**config.mk**
```make
export PLATFORM = sky130hd
export DESIGN_NAME = exponent_normalize_update
export DESIGN_NICKNAME = d
export VERILOG_FILES = /design/src/rtl/fp_pkg.sv /design/src/rtl/leading_zero_counter.sv /design/src/rtl/exponent_normalize_update.sv
export SDC_FILE = /design/constraint.sdc
export NUM_CORES = 1
export LEC_CHECK = 0
export BUFFER_PORTS_ARGS = -buffer_cell sky130_fd_sc_hd__buf_2
export CAP_MARGIN = 0
export CORE_MARGIN = 5
export CORE_UTILIZATION = 45
export CTS_BUF_LIST = sky130_fd_sc_hd__clkbuf_16
export CTS_CLUSTER_SIZE = 20
export DETAILED_ROUTE_END_ITERATION = 7
export GPL_TIMING_DRIVEN = 0
export PLACE_DENSITY_LB_ADDON = 0.1
export RECOVER_POWER = 100
export SETUP_SLACK_MARGIN = 0.05
export SYNTH_ARGS = -nofsm -noshare
export SYNTH_HDL_FRONTEND = slang
export SYNTH_SLANG_ARGS = --single-unit
```
**constraint.sdc**
```tcl
create_clock -name Clk -period 3.6 [get_ports Clk]
set_clock_uncertainty 0.2 [all_clocks]
set_input_delay 0.72 -clock Clk [delete_from_list [all_inputs] [get_ports Clk]]
set_output_delay 0.72 -clock Clk [all_outputs]
set_load 0.02 [all_outputs]
```
**src/rtl/fp_pkg.sv**
```systemverilog
// Shared floating-point definitions for the add/sub and multiply datapaths.
// Holds the default field widths, the saturated exponent value, and the
// exception flag bundle that the normalisers return.
package fp_pkg;

  localparam int DefaultExponentSize = 8;
  localparam int DefaultMantissaSize = 24;

  // Saturated exponent for the default format; parametrised blocks build
  // their own all-ones value at their configured width.
  localparam logic [DefaultExponentSize-1:0] DefaultExpAllOnes = '1;

  // Result exceptions. At most one of these is set for any given beat.
  typedef struct packed {
    logic overflow;
    logic underflow;
    logic zero;
  } flags_t;

endpackage

```
**src/rtl/leading_zero_counter.sv**
```systemverilog
// Leading-zero counter used by the add/sub and multiply normalisers.
// Ports:
//   mantissa_i  value to scan, MSB first
//   lzc_o       number of zero bits above the first set bit
//               (MantissaSize when the value is all zeros)
//   allZero_o   high when no bit of mantissa_i is set
module leading_zero_counter
  import fp_pkg::*;
#(
  parameter int MantissaSize = DefaultMantissaSize,
  localparam int LzcWidth = $clog2(MantissaSize + 1)
) (
  input  logic [MantissaSize-1:0] mantissa_i,
  output logic [LzcWidth-1:0]     lzc_o,
  output logic                    allZero_o
);

  // Scan from LSB upward so the highest set bit is the last one to write
  // the count; that makes the loop a priority encoder from the MSB.
  always_comb begin
    lzc_o     = LzcWidth'(MantissaSize);
    allZero_o = 1'b1;
    for (int i = 0; i < MantissaSize; i++) begin
      if (mantissa_i[i]) begin
        lzc_o     = LzcWidth'(MantissaSize - 1 - i);
        allZero_o = 1'b0;
      end
    end
  end

endmodule

```
**src/rtl/exponent_normalize_update.sv**
```systemverilog
// Two-stage exponent update and mantissa normaliser between the mantissa
// adder and the rounding stage. Stage 1 registers the adder result and its
// leading-zero count; stage 2 picks the normalisation case and registers
// the outputs. Valid/ready handshake on both sides, one beat per cycle.
// Ports:
//   Clk, Rst                    clock, asynchronous active-high reset
//   InValid/InReady             input handshake
//   InExponent, InMantissa      pre-alignment exponent, raw mantissa sum
//   InCarry, InSticky, InSign   adder carry-out, alignment sticky, sign
//   OutValid/OutReady           output handshake
//   OutExponent, OutMantissa    updated exponent, normalised mantissa
//   OutSticky, OutSign          updated sticky, sign
//   Overflow, Underflow, Zero   mutually exclusive result flags
module exponent_normalize_update
  import fp_pkg::*;
#(
  parameter int ExponentSize = DefaultExponentSize,
  parameter int MantissaSize = DefaultMantissaSize,
  localparam int LzcWidth = $clog2(MantissaSize + 1)
) (
  input  logic                    Clk,
  input  logic                    Rst,
  input  logic                    InValid,
  output logic                    InReady,
  input  logic [ExponentSize-1:0] InExponent,
  input  logic [MantissaSize-1:0] InMantissa,
  input  logic                    InCarry,
  input  logic                    InSticky,
  input  logic                    InSign,
  output logic                    OutValid,
  input  logic                    OutReady,
  output logic [ExponentSize-1:0] OutExponent,
  output logic [MantissaSize-1:0] OutMantissa,
  output logic                    OutSticky,
  output logic                    OutSign,
  output logic                    Overflow,
  output logic                    Underflow,
  output logic                    Zero
);

  localparam logic [ExponentSize-1:0] ExpAllOnes = '1;
  localparam logic [ExponentSize:0]   ExpAllOnesWide = {1'b0, ExpAllOnes};

  // Stage 1 registers
  logic                    v1_q;
  logic [ExponentSize-1:0] exp1_q;
  logic [MantissaSize-1:0] mant1_q;
  logic                    carry1_q;
  logic                    sticky1_q;
  logic                    sign1_q;
  logic [LzcWidth-1:0]     lzc1_q;
  logic                    allZero1_q;

  // Stage 2 registers and their next-state values
  logic                    v2_q;
  logic [ExponentSize-1:0] exp2_q,    exp2_d;
  logic [MantissaSize-1:0] mant2_q,   mant2_d;
  logic                    sticky2_q, sticky2_d;
  logic                    sign2_q;
  flags_t                  flags2_q,  flags2_d;

  logic                    adv1, adv2;
  logic [LzcWidth-1:0]     lzcIn;
  logic                    allZeroIn;

  logic [ExponentSize:0]   incExp;
  logic [ExponentSize-1:0] lzcExt;
  logic [ExponentSize-1:0] denormShift;

  leading_zero_counter #(
    .MantissaSize(MantissaSize)
  ) lzcInst (
    .mantissa_i(InMantissa),
    .lzc_o     (lzcIn),
    .allZero_o (allZeroIn)
  );

  // A stage may load when it is empty or when the stage after it is
  // draining this cycle, so a downstream stall backs up one stage at a time.
  assign adv2    = !v2_q || OutReady;
  assign adv1    = !v1_q || adv2;
  assign InReady = adv1;

  // Stage 1 captures the beat together with its leading-zero count so the
  // priority encoder and the shifter sit in different cycles.
  always_ff @(posedge Clk or posedge Rst) begin
    if (Rst) begin
      v1_q       <= 1'b0;
      exp1_q     <= '0;
      mant1_q    <= '0;
      carry1_q   <= 1'b0;
      sticky1_q  <= 1'b0;
      sign1_q    <= 1'b0;
      lzc1_q     <= '0;
      allZero1_q <= 1'b0;
    end else if (adv1) begin
      v1_q <= InValid;
      if (InValid) begin
        exp1_q     <= InExponent;
        mant1_q    <= InMantissa;
        carry1_q   <= InCarry;
        sticky1_q  <= InSticky;
        sign1_q    <= InSign;
        lzc1_q     <= lzcIn;
        allZero1_q <= allZeroIn;
      end
    end
  end

  assign incExp      = {1'b0, exp1_q} + (ExponentSize + 1)'(1);
  assign lzcExt      = ExponentSize'(lzc1_q);
  assign denormShift = exp1_q - ExponentSize'(1);

  // Normalisation cases in priority order. The increment is evaluated one
  // bit wider so an exponent of all-ones on entry still saturates rather
  // than wrapping to zero. The denormal case shifts only far enough to
  // land on exponent 0, leaving the remaining leading zeros in place.
  always_comb begin
    exp2_d    = exp1_q;
    mant2_d   = mant1_q;
    sticky2_d = sticky1_q;
    flags2_d  = '0;
    if (carry1_q) begin
      sticky2_d = mant1_q[0] | sticky1_q;
      if (incExp >= ExpAllOnesWide) begin
        exp2_d            = ExpAllOnes;
        mant2_d           = '0;
        flags2_d.overflow = 1'b1;
      end else begin
        exp2_d  = incExp[ExponentSize-1:0];
        mant2_d = {1'b1, mant1_q[MantissaSize-1:1]};
      end
    end else if (allZero1_q) begin
      exp2_d        = '0;
      mant2_d       = '0;
      flags2_d.zero = 1'b1;
    end else if (exp1_q == '0) begin
      exp2_d  = '0;
      mant2_d = mant1_q;
    end else if (lzcExt < exp1_q) begin
      exp2_d  = exp1_q - lzcExt;
      mant2_d = mant1_q << lzc1_q;
    end else begin
      exp2_d             = '0;
      mant2_d            = mant1_q << denormShift;
      flags2_d.underflow = 1'b1;
    end
  end

  // Stage 2 holds its beat while the consumer stalls and otherwise takes
  // whatever stage 1 holds, including a bubble.
  always_ff @(posedge Clk or posedge Rst) begin
    if (Rst) begin
      v2_q      <= 1'b0;
      exp2_q    <= '0;
      mant2_q   <= '0;
      sticky2_q <= 1'b0;
      sign2_q   <= 1'b0;
      flags2_q  <= '0;
    end else if (adv2) begin
      v2_q <= v1_q;
      if (v1_q) begin
        exp2_q    <= exp2_d;
        mant2_q   <= mant2_d;
        sticky2_q <= sticky2_d;
        sign2_q   <= sign1_q;
        flags2_q  <= flags2_d;
      end
    end
  end

  assign OutValid    = v2_q;
  assign OutExponent = exp2_q;
  assign OutMantissa = mant2_q;
  assign OutSticky   = sticky2_q;
  assign OutSign     = sign2_q;
  assign Overflow    = flags2_q.overflow;
  assign Underflow   = flags2_q.underflow;
  assign Zero        = flags2_q.zero;

endmodule

```
==> flow_metrics.py <==
metrics = {
    "flow_run": {
        "maxCapViolations": 1,
    },
    "die": {
        "num_rows": 42,
        "die_y_um": 125.7,
        "die_area_mm2": 0.01580,
        "die_x_um": 125.7,
        "core_area_mm2": 0.01319,
        "initial_core_util_pct": 45.66,
        "io_pins": 78,
    },
    "clock_tree": {
        "cts_buffers": 9,
        "cts_root_buf": "clkbuf_16",
        "clockBufferDepth": 2,
        "cts_sinks": 80,
        "clk_latency_ps": 350,
        "holdBufCountCts": 0,
        "cts_max_level": 3,
        "path_clk_slew_ps": 60,
        "cts_tree": "yes",
    },
    "timing": {
        "fmax_mhz": 264.0,
        "rsz0062_at_grt": "yes",
        "finalCritPeriodShare_pct": 105.2,
        "layout_setup_ws_ps": -187.8,
        "finalSetupTns_ps": -600.2,
        "worstMarginPinSlew_ps": 1749,
        "setup_violations": 7,
        "hold_violations": 0,
        "min_period_ps": 3788,
        "relSlewSlack_pct": -17.27,
        "slew_violations": 40,
    },
    "finish": {
        "drive_gt1_share_pct": 30.36,
        "most-common-layout-cells": "dfrtp_1 (79), clkbuf_1 (67), nand2_1 (63)",
        "multi_input_area_mm2": 0.004213,
        "n_fill_cell": 1207,
        "final_common_cell": "dfrtp_1",
        "fin_nets": 875,
        "antenna_cells": 0,
        "register_area_mm2": 0.002003,
        "syn2layout_area_growth_pct": 31.35,
    },
    "worst_setup_path": {
        "crit_path_end_kind": "flop",
        "worstPathMaxFanout": 4,
        "r2r_start": "exp1_q[0]",
        "cp-start-kind": "flop",
        "crit_path_start": "exp1_q[0]",
        "cp.required_ps": 3670,
        "cp.arrival_ps": 3860,
        "criticalPathCategory": "reg -> reg",
    },
    "synth": {
        "syn_area_mm2": 0.006022,
        "synth_seq_cells": 80,
        "syn_nets": 740,
        "synth_area_leader_cell": "dfrtp_1",
        "synth_cells": 691,
        "ys_dominant_reg_cell": "dfrtp_1",
        "synth_top_area_share_pct": 33.24,
        "seq_area_frac_synth_pct": 33.24,
        "syn_area_per_cell_um2": 8.715,
        "synth_cell_types": 78,
        "synth_top_cells_by_area": "dfrtp_1 (33%), mux2i_1 (10%), mux2_2 (7.9%)",
        "ys_warn_count": 0,
        "ys_async_sr_fraction_pct": 100.0,
        "synth_edf_count": 0,
    },
    "place": {
        "pre_cts_ws_ps": -667.2,
        "place_congestion": 0.9722,
        "dpl.hpwl_um": 16560,
        "io_buffers": 77,
    },
    "global_route": {
        "grt_pass1_vias": 5968,
        "grt_max_degree": 43,
        "overflow": 0,
        "antenna_found_initial": 0,
        "grt_pass1_wl_um": 34290,
        "grtUsageTotal_pct": 27.73,
    },
    "detailed_routing": {
        "wl_um": 22440,
        "drt_iter0_markers": 566,
        "drc": 0,
        "post_drt_wl_per_cell_um": 22.31,
        "dr.pass1.iters": 6,
        "vias": 6190,
        "viasPerCell": 6.153,
        "ant_nets": 0,
    },
    "power_and_ir_drop": {
        "power.leakage_nw": 3.461,
        "vdd_ir_drop_max_uv": 206.4,
        "p_per_area_mw_per_mm2": 557.5,
        "power_mw": 4.409,
    },
    "outcome": {
        "failed_checks": "max-capacitance violations, max-slew violations, negative setup slack",
        "outcome": "finished with violations",
    },
    "hold_path": {
        "holdCritStartpoint": "sign1_q",
        "hp-class": "reg -> reg",
    },
}
[stage by stage]
step | cells | area [um^2] | util, % | hold slack, ps
4_1_cts | 981 | 7398 | 56.09 | 221.8
3_3_place_gp | 944 | 6694 | 50.75 | 250.0
5_1_grt | 1006 | 7910 | 59.97 | 291.7
6_report | 1006 | 7910 | 59.97 | 265.3
2_1_floorplan | 691 | 6088 | - | 233.1
3_5_place_dp | 945 | 6716 | 50.92 | 262.2
[cells in the mapped netlist (6+ instances only)]
master and instances:
buf_2 10, ha_1 9, inv_1 19, o211ai_1 6, mux2_2 42, o41ai_1 6, o21ai_0 40, nand2_1 66
nor4_1 9, nor2_1 61, o22ai_1 18, nand3_1 19, o31ai_1 10, clkbuf_1 33, xnor2_1 10, a221oi_1 11
dfrtp_1 80, a211oi_1 8, a21oi_1 36, mux2i_1 60, nor3_1 14, and3_1 8
[layer usage]
layer,global-route usage [%],wire length (um),vias up
met3,5.673,1802,43
li1,-,-,2823
met5,1.858,36,-
met4,9.821,539,2
met2,41.72,9991,303
met1,39.57,10070,3019
[registers in the layout, indices dropped and copies added (netlist names)]
| register | flops |
|---|---|
| mant1_q | 24 |
| lzc1_q | 5 |
| carry1_q | 1 |
| OutSticky | 1 |
| Overflow | 1 |
| allZero1_q | 1 |
| Zero | 1 |
| sticky1_q | 1 |
| v1_q | 1 |
| Underflow | 1 |
| exp1_q | 8 |
| sign1_q | 1 |
| OutValid | 1 |
| OutExponent | 8 |
| OutSign | 1 |
| OutMantissa | 24 |
[timing repair]
item | CTS | global route
cloned | 0 | 1
setup buffers | 21 | 27
pin swaps | 16 | 37
resized for setup | 53 | 95
hold endpoints to repair | 0 | 0
endpoints found under the setup margin | 31 | 31
[power by group]
| group | switching (mW) | leakage, nW | internal [mW] |
|---|---|---|---|
| Sequential | 0.198 | 0.954 | 1.09 |
| Combinational | 1.24 | 2.35 | 0.897 |
| Clock | 0.383 | 0.153 | 0.602 |
[worst max-delay path, cell delays in order, from the launching register on]
cell	delay (ps)
dfrtp_1	390
buf_6	140
inv_8	60
ha_4	130
inv_2	30
fa_2	340
a211o_4	360
a21oi_4	250
nor3_4	90
or2_1	240
buf_6	140
mux2i_2	150
a22o_1	260
or4_4	430
a221o_1	370
a21oi_2	140
[final timing paths]
path,endpoint,slack (ps),depth (start not counted)
max,OutMantissa[19],-190,15
min,OutSign,270,2
max reg2reg,OutMantissa[19],-190,15
min reg2reg,OutSign,270,2
max in group asynchronous,mant1_q[13],920,3
min in group asynchronous,OutExponent[7],590,2
[cell type report]
type                       instances  share of cell area [%]
inverter                          20                   1.076
clock inverter                     6                   1.076
tap                              176                   2.784
clock buffer                       9                   2.847
sequential                        80                   25.32
multi-input combinational        540                   53.26
timing repair buffer             126                   9.649
buffer                            49                   3.986
[logic make-up after synthesis]
| logic type | share of synthesized area (%) |
|---|---|
| adders and majority gates | 2.202 |
| muxes | 17.83 |
| and+or+nand+nor | 18.03 |
| AOI/OAI and AO/OA | 21.71 |
| DFF | 33.24 |
| buffers and inverters | 4.945 |
| xor gates and xnor gates | 2.036 |
Power figures use the tool's default switching activity.
